--- config.mk ---
export PLATFORM = sky130hd
export DESIGN_NAME = autenticacao_sequencial
export DESIGN_NICKNAME = d
export VERILOG_FILES = /design/src/rtl/autenticacao_sequencial_pkg.sv /design/src/rtl/auth_timer.sv /design/src/rtl/autenticacao_sequencial.sv
export SDC_FILE = /design/constraint.sdc
export NUM_CORES = 1
export LEC_CHECK = 0
export CAP_MARGIN = 10
export CORE_ASPECT_RATIO = 1.75
export CORE_MARGIN = 2
export CORE_UTILIZATION = 58
export CTS_CLUSTER_SIZE = 12
export DETAILED_ROUTE_END_ITERATION = 6
export GPL_TIMING_DRIVEN = 0
export PLACE_DENSITY = 0.83
export SLEW_MARGIN = 20
export SYNTH_ARGS = -nofsm -noshare
export SYNTH_HDL_FRONTEND = slang
export SYNTH_SLANG_ARGS = --single-unit
--- constraint.sdc ---
create_clock -name clk -period 3.2 [get_ports clk]
set_input_delay 0.48 -clock clk [delete_from_list [all_inputs] [get_ports clk]]
set_output_delay 0.48 -clock clk [all_outputs]
set_load 0.01 [all_outputs]
--- src/rtl/autenticacao_sequencial_pkg.sv ---
// Shared types and display patterns for the sequential code-entry authenticator.
package autenticacao_sequencial_pkg;

  typedef enum logic [2:0] {
    ST_IDLE  = 3'd0,
    ST_ENTRY = 3'd1,
    ST_CHECK = 3'd2,
    ST_GRANT = 3'd3,
    ST_DENY  = 3'd4,
    ST_LOCK  = 3'd5
  } auth_state_t;

  // Seven-segment patterns, bit 6 = segment a down to bit 0 = segment g.
  localparam logic [6:0] P_IDLE  = 7'b0000001;
  localparam logic [6:0] P_ENTRY = 7'b1001111;
  localparam logic [6:0] P_CHECK = 7'b1001111;
  localparam logic [6:0] P_GRANT = 7'b1110111;
  localparam logic [6:0] P_DENY  = 7'b1000111;
  localparam logic [6:0] P_LOCK  = 7'b0001110;

  // Maps a state to the pattern shown on the status display.
  function automatic logic [6:0] pattern_for(input auth_state_t s);
    logic [6:0] p;
    p = P_IDLE;
    case (s)
      ST_IDLE:  p = P_IDLE;
      ST_ENTRY: p = P_ENTRY;
      ST_CHECK: p = P_CHECK;
      ST_GRANT: p = P_GRANT;
      ST_DENY:  p = P_DENY;
      ST_LOCK:  p = P_LOCK;
      default:  p = P_IDLE;
    endcase
    return p;
  endfunction

endpackage

--- src/rtl/auth_timer.sv ---
// Down-counter shared by the GRANT, DENY and LOCK hold states.
// Loading value N-1 makes done rise in the N-th cycle after the load.
module auth_timer #(
  parameter int WIDTH = 5
) (
  input  logic             clk,
  input  logic             rst_n,
  input  logic             load,
  input  logic [WIDTH-1:0] value,
  output logic             done
);

  logic [WIDTH-1:0] count;

  // Load on request, otherwise count down and park at zero.
  always_ff @(posedge clk or negedge rst_n) begin
    if (!rst_n) begin
      count <= '0;
    end else if (load) begin
      count <= value;
    end else if (count != '0) begin
      count <= count - WIDTH'(1);
    end
  end

  assign done = (count == '0);

endmodule

--- src/rtl/autenticacao_sequencial.sv ---
// Sequential code-entry authenticator: collects CODE_LEN digits, compares them
// with SECRET and shows grant, deny or lockout for a fixed number of cycles.
module autenticacao_sequencial
  import autenticacao_sequencial_pkg::*;
#(
  parameter int                           CODE_LEN     = 4,
  parameter int                           DIGIT_W      = 4,
  parameter logic [CODE_LEN*DIGIT_W-1:0]  SECRET       = 16'h1234,
  parameter int                           MAX_TRIES    = 3,
  parameter int                           GRANT_CYCLES = 8,
  parameter int                           DENY_CYCLES  = 4,
  parameter int                           LOCK_CYCLES  = 20
) (
  input  logic                               clk,
  input  logic                               rst_n,
  input  logic                               digit_valid,
  input  logic [DIGIT_W-1:0]                 digit,
  input  logic                               clear,
  output logic [6:0]                         P,
  output logic                               granted,
  output logic                               locked,
  output logic [$clog2(MAX_TRIES+1)-1:0]     tries_left,
  output logic                               busy
);

  localparam int CODE_W   = CODE_LEN * DIGIT_W;
  localparam int CNT_W    = $clog2(CODE_LEN + 1);
  localparam int TRIES_W  = $clog2(MAX_TRIES + 1);
  localparam int HOLD_GD  = (GRANT_CYCLES > DENY_CYCLES) ? GRANT_CYCLES : DENY_CYCLES;
  localparam int HOLD_MAX = (HOLD_GD > LOCK_CYCLES) ? HOLD_GD : LOCK_CYCLES;
  localparam int TIMER_W  = $clog2(HOLD_MAX + 1);

  auth_state_t        state;
  auth_state_t        next_state;
  logic [CODE_W-1:0]  entry_reg;
  logic [CNT_W-1:0]   digit_cnt;
  logic [TRIES_W-1:0] fail_cnt;
  logic [TRIES_W-1:0] fail_next;
  logic               accept_digit;
  logic               timer_load;
  logic [TIMER_W-1:0] timer_value;
  logic               timer_done;

  auth_timer #(
    .WIDTH (TIMER_W)
  ) u_timer (
    .clk   (clk),
    .rst_n (rst_n),
    .load  (timer_load),
    .value (timer_value),
    .done  (timer_done)
  );

  // State register.
  always_ff @(posedge clk or negedge rst_n) begin
    if (!rst_n) begin
      state <= ST_IDLE;
    end else begin
      state <= next_state;
    end
  end

  // Next-state logic, digit acceptance, timer loading and failure bookkeeping.
  always_comb begin
    next_state   = state;
    accept_digit = 1'b0;
    timer_load   = 1'b0;
    timer_value  = '0;
    fail_next    = fail_cnt;
    case (state)
      ST_IDLE, ST_ENTRY: begin
        if (clear) begin
          next_state = ST_IDLE;
        end else if (digit_valid) begin
          accept_digit = 1'b1;
          if (digit_cnt == CNT_W'(CODE_LEN - 1)) begin
            next_state = ST_CHECK;
          end else begin
            next_state = ST_ENTRY;
          end
        end
      end
      ST_CHECK: begin
        timer_load = 1'b1;
        if (entry_reg == SECRET) begin
          next_state  = ST_GRANT;
          timer_value = TIMER_W'(GRANT_CYCLES - 1);
          fail_next   = '0;
        end else if ((int'(fail_cnt) + 1) < MAX_TRIES) begin
          next_state  = ST_DENY;
          timer_value = TIMER_W'(DENY_CYCLES - 1);
          fail_next   = fail_cnt + TRIES_W'(1);
        end else begin
          next_state  = ST_LOCK;
          timer_value = TIMER_W'(LOCK_CYCLES - 1);
        end
      end
      ST_GRANT, ST_DENY: begin
        if (timer_done) begin
          next_state = ST_IDLE;
        end
      end
      ST_LOCK: begin
        if (timer_done) begin
          next_state = ST_IDLE;
          fail_next  = '0;
        end
      end
      default: begin
        next_state = ST_IDLE;
      end
    endcase
  end

  // Entry register and digit count: shift in accepted digits, wipe on return to IDLE.
  always_ff @(posedge clk or negedge rst_n) begin
    if (!rst_n) begin
      entry_reg <= '0;
      digit_cnt <= '0;
    end else if (accept_digit) begin
      entry_reg <= (entry_reg << DIGIT_W) | CODE_W'(digit);
      digit_cnt <= digit_cnt + CNT_W'(1);
    end else if (next_state == ST_IDLE) begin
      entry_reg <= '0;
      digit_cnt <= '0;
    end
  end

  // Consecutive failure counter.
  always_ff @(posedge clk or negedge rst_n) begin
    if (!rst_n) begin
      fail_cnt <= '0;
    end else begin
      fail_cnt <= fail_next;
    end
  end

  assign P          = pattern_for(state);
  assign granted    = (state == ST_GRANT);
  assign locked     = (state == ST_LOCK);
  assign busy       = (state == ST_CHECK) || (state == ST_GRANT) ||
                      (state == ST_DENY)  || (state == ST_LOCK);
  assign tries_left = TRIES_W'(MAX_TRIES) - fail_cnt;

endmodule
==> results of run 1 <==
[kinds of logic after synthesis]
kind of cell	synth area share, %
AND/OR/NAND/NOR	24.3
XOR/XNOR	2.71
adder cells (fa/ha/maj)	4.65
AO/OA/AOI/OAI	13.6
flip-flops	45.0
buffers and inverters	9.69
[cell usage in the layout, fill, tap and decap left out, types with 6 or more instances in the layout]
cell type,Yosys,routed
clkdlybuf4s50_1,0,18
o21ai_0,11,11
nor2_1,10,10
inv_1,7,7
clkbuf_8,1,6
a21oi_1,9,9
nand2_1,45,45
dfrtp_1,29,29
ha_1,6,6
a21oi_2,10,10
[layer usage]
| metal | track usage (%) | share of wire [%] | wire (µm) | vias to the layer above |
|---|---|---|---|---|
| met5 | 0 | 0 | 0 | - |
| met4 | 14.1 | 3.1 | 106 | 0 |
| met3 | 5.65 | 3.8 | 128 | 12 |
| met2 | 45.4 | 58 | 1960 | 33 |
| met1 | 24.0 | 35 | 1200 | 612 |
| li1 | - | - | - | 617 |
[through the flow]
step	setup slack (ps)	std cells
2_1_floorplan	1190	172
3_3_place_gp	863	218
3_5_place_dp	856	218
4_1_cts	544	226
5_1_grt	472	226
6_report	547	226
[critical path, stage by stage (launching register included)]
cell and delay (ps):
dfrtp_1 360, bufbuf_16 260, or3b_1 370, clkbuf_1 230
o21ai_0 120, clkdlybuf4s50_1 550
[worst max-delay path by stage]
stage / slack (ps) / end / start / depth (start not counted)
6_report: 550 / P[3] / state[0] / 5
3_5_place_dp: 860 / P[3] / state[0] / 5
2_1_floorplan: 1190 / entry_reg[0] / u_timer.count[0] / 10
5_1_grt: 470 / P[3] / state[0] / 5
4_1_cts: 540 / P[3] / state[0] / 5
3_3_place_gp: 860 / P[3] / state[0] / 5
[power by group]
group | internal (mW) | switching [mW] | total (mW)
clock network | 0.309 | 0.142 | 0.451
logic | 0.206 | 0.188 | 0.395
registers | 0.419 | 0.0486 | 0.468
[area by class of cell]
| type | count | area (µm²) | share of cell area, % |
|---|---|---|---|
| multi-input cells | 124 | 732 | 37.2 |
| flip-flops and latches | 29 | 726 | 36.9 |
| repair buffers | 19 | 185 | 9.41 |
| plain buffers | 12 | 130 | 6.62 |
| clock buffers | 5 | 68.8 | 3.50 |
| clock inverters | 3 | 65.1 | 3.31 |
| well taps | 27 | 33.8 | 1.72 |
| inverters | 7 | 26.3 | 1.34 |
==> flow_summary.toml, run 1 <==
[die]
coreArea_um2 = 2690
ios = 20
die-area_um2 = 3240
die_w_um = 43.9
start_util_pct = 60.0
rows = 25
die_h_um = 73.8

[critical_path]
crit_arrival_ps = 2170
worstSetupEndpointType = "primary output"
path_max_fanout = 10
worstPathRequired_ps = 2720
worst_r2r_endpoint = "entry_reg[3]"
startpoint_type = "register"
rr_startpoint = "u_timer.count[0]"
crit_type = "reg2out"
reg2reg_depth = 10
r2r_slack_ps = 970

[sta]
post-route-period-util_pct = 82.9
tns_ps = 0
rsz0062_at_grt = "false"
slew_viol_final = 0
tightest_slew_ps = 708
hold_violations = 0
setup_viol = 0
finClkSkew_ps = 7.83
relSlewSlack_pct = 52.1
max_freq_ghz = 0.377
hold_ws_ps = 212
period_needed_ps = 2650

[clock_tree]
numCtsBuffers = 5
clock_sinks = 29
htreeDepth = 2
clkLatencyLatePin_ps = 280
ctsRootBufferMaster = "clkbuf_8"
cts_setup_buffers = 0
cts_tree = "yes"
clockBufferDepth = 2
cts-resized-gates = 0
cts_hold_buf = 0
clk_pin_slew_worst_paths_ps = 60

[grt]
grt_antenna_before_repair = 0
overflow = 0
grt_pass1_wl_um = 5840
grt_pass1_vias = 1356
track_usage_pct = 24.7
grt_start_max_net_pins = 30

[synthesis]
yosys-top-cells-area = "dfrtp_1, nand2_1, a21oi_2"
synth_edf_count = 0
yosys.cell_types.count = 38
ys_seq_elements = 29
syn_area_um2 = 1610
syn_inst = 172
synth_top_cell_area_share_pct = 45.0
synthFlopType = "dfrtp_1"
netlist.top_cell.by_area = "dfrtp_1"
yosysMostFrequentCell = "nand2_1"
syn-num-nets = 186
synth-seq-area-share_pct = 45.0
avgSynthCellArea_um2 = 9.38
synth_common_cells = "nand2_1, dfrtp_1, o21ai_0"
async_flop_share_pct = 100
synth_warnings = 0

[placed_design]
port_buffers = 19
finalWeightedCongestion = 0.901
dpl-instance-area_um2 = 1830
place.detailed.hpwl_um = 2440

[detailed_routing]
drc_errors = 0
wl_per_cell_um = 15.0
routed_wirelength_um = 3390
vias = 1274
avgViaCountPerCell = 5.64
ant_nets = 0
drt_pass1_iterations = 4
drt_iter0_drc = 32

[cells_and_area]
utilization_pct = 73.1
drive_above_1_share_pct = 17.1
largest_register_ffs = 16
antenna_cells = 0
nets = 212
fillCellCount = 208
fin_area_um2 = 1970
area_growth_pct = 21.9

[pwr]
power_density_nw_per_um2 = 667
finalPower_mw = 1.31
leakagePower_nw = 0.844
vdd.ir_drop.worst_mv = 0.516

[run_status]
outcome = "finished, final reports clean"

[hold_path]
hold_class = "in2async"

[job]
drv_cap = 0
No activity file was read; power rests on OpenSTA's default activity.
==> run 2, diff against run 1 <==
CORE_UTILIZATION = 54   (was 58)
PLACE_DENSITY = 0.78   (was 0.83)
clock period = 2.8 ns   (was 3.2 ns; I/O delays follow)
==> run 2 against run 1 <==
  * Die area is 6.9% higher
  * Sequential power is 14% higher
  * Clock skew is 6.3 ps lower
  * Wire length is 6.1% lower
  * Via count is 0.16% higher
  * Critical endpoint unchanged
==> flow_summary.toml, run 2 (synthesis gave the netlist of run 1 again) <==
[cells_and_area]
antenna_cells = 0
nets = 212
largest_register_ffs = 16
fin_area_um2 = 1920
layout_commonest_cell = "nand2_1"
layout_common_cells = "nand2_1, dfrtp_1, clkdlybuf4s50_1"
area_growth_pct = 19.0
drive_above_1_share_pct = 16.2
layoutNonFillerInstCount = 226

[detailed_routing]
vias = 1276
routed_wirelength_um = 3180
avgViaCountPerCell = 5.65
ant_nets = 0
drt_pass1_iterations = 4
drc_errors = 0
drt_iter0_drc = 15
wl_per_cell_um = 14.1

[pwr]
vdd.ir_drop.worst_mv = 0.484
leakagePower_nw = 0.820
power_density_nw_per_um2 = 690
finalPower_mw = 1.33

[critical_path]
worstPathRequired_ps = 2380
crit_arrival_ps = 2180
slowest_stage = "clkdlybuf4s50_1"
path_max_fanout = 10
worstSetupEndpointType = "primary output"
startpoint_type = "register"
cpPeakStageDelay_ps = 550
crit_type = "reg2out"
crit_path_cell_trace = "bufbuf_16 > or3b_1 > clkbuf_1 > o21ai_0 > clkdlybuf4s50_1"

[clock_tree]
htreeDepth = 2
clock_sinks = 29
ctsRootBufferMaster = "clkbuf_8"
clkLatencyLatePin_ps = 280
numCtsBuffers = 5
cts_tree = "yes"
cts-resized-gates = 0
cts_setup_buffers = 0
clockBufferDepth = 2
clk_pin_slew_worst_paths_ps = 60
cts_hold_buf = 0

[grt]
use_met1_pct = 20.4
met2_usage_pct = 39.6
grt_pass1_wl_um = 5550
overflow = 0
grt_antenna_before_repair = 0
track_usage_pct = 22.3
gr-max-usage-layer = "met2"
grt_start_max_net_pins = 30
grtUsageMet3_pct = 7.58
grt_pass1_vias = 1318

[placed_design]
place.detailed.hpwl_um = 2430
place_inst = 219
finalWeightedCongestion = 0.864
port_buffers = 19
dpl-instance-area_um2 = 1830

[sta]
slew_viol_final = 0
tns_ps = 0
tightest_slew_ps = 673
finClkSkew_ps = 1.56
period_needed_ps = 2600
relSlewSlack_pct = 54.5
post-route-period-util_pct = 92.9
rsz0062_at_grt = "false"
max_freq_ghz = 0.385
setup_viol = 0
hold_violations = 0

[hold_path]
hold_class = "in2async"

[job]
drv_cap = 0

[run_status]
outcome = "finished, final reports clean"

[die]
die-area_um2 = 3460
die_w_um = 45.3
die_h_um = 76.3
ios = 20
coreArea_um2 = 2900
rows = 26
start_util_pct = 55.7
[run 2: changes by cell type in the layout (fill, tap and decap cells not counted), sizes merged]
cell / previous run / this run
bufinv: 2 / 0
clkinv: 1 / 0
clkbuf: 10 / 12
[run 2: through the flow]
| stage | hold slack (ps) | setup slack (ps) | utilization, % |
|---|---|---|---|
| CTS | 178 | 188 | 66.3 |
| global placement | 507 | 518 | 63.5 |
| finish | 162 | 200 | 66.3 |
| global route | 207 | 77.0 | 66.3 |
| detailed placement | 478 | 493 | 63.4 |
| floorplan | 124 | 791 | - |
[run 2: where the power goes]
group	leakage, nW	internal (mW)	switching [mW]
Sequential	0.391	0.479	0.0559
Clock	0.0443	0.194	0.147
Combinational	0.385	0.234	0.216
Total	0.820	0.907	0.418
[run 2: layer usage]
metal  wire length, µm  part of all wire [%]
met1              1130                    36
met2              1850                    58
met3               119                   3.7
met4                80                   2.5
met5                 0                     0
[run 2: cell type report]
type | instances | area (µm²)
timing repair buffer | 19 | 185
inverter | 7 | 26.3
clock buffer | 7 | 86.3
multi-input combinational | 124 | 732
tap | 28 | 35.0
sequential | 29 | 726
buffer | 12 | 130
fill | 244 | 975
[run 2: worst paths after layout]
check | cells after the start | end | start | slack, ps
worst max-delay path | 5 | P[3] | state[0] | 200
min in group clk | 2 | entry_reg[12] | entry_reg[12] | 520
worst min-delay path | 1 | state[0] | rst_n | 160
max in group asynchronous | 1 | digit_cnt[0] | rst_n | 2220
worst max register to register | 10 | entry_reg[3] | u_timer.count[0] | 610
worst min register to register | 2 | entry_reg[12] | entry_reg[12] | 520
[run 2: worst max-delay path, delay by kind of cell (launching register included)]
| kind | cells | cell delay, ps |
|---|---|---|
| AO/OA/AOI/OAI | 1 | 120 |
| buffers and inverters | 3 | 1040 |
| flip-flops | 1 | 360 |
| AND/OR/NAND/NOR | 1 | 370 |
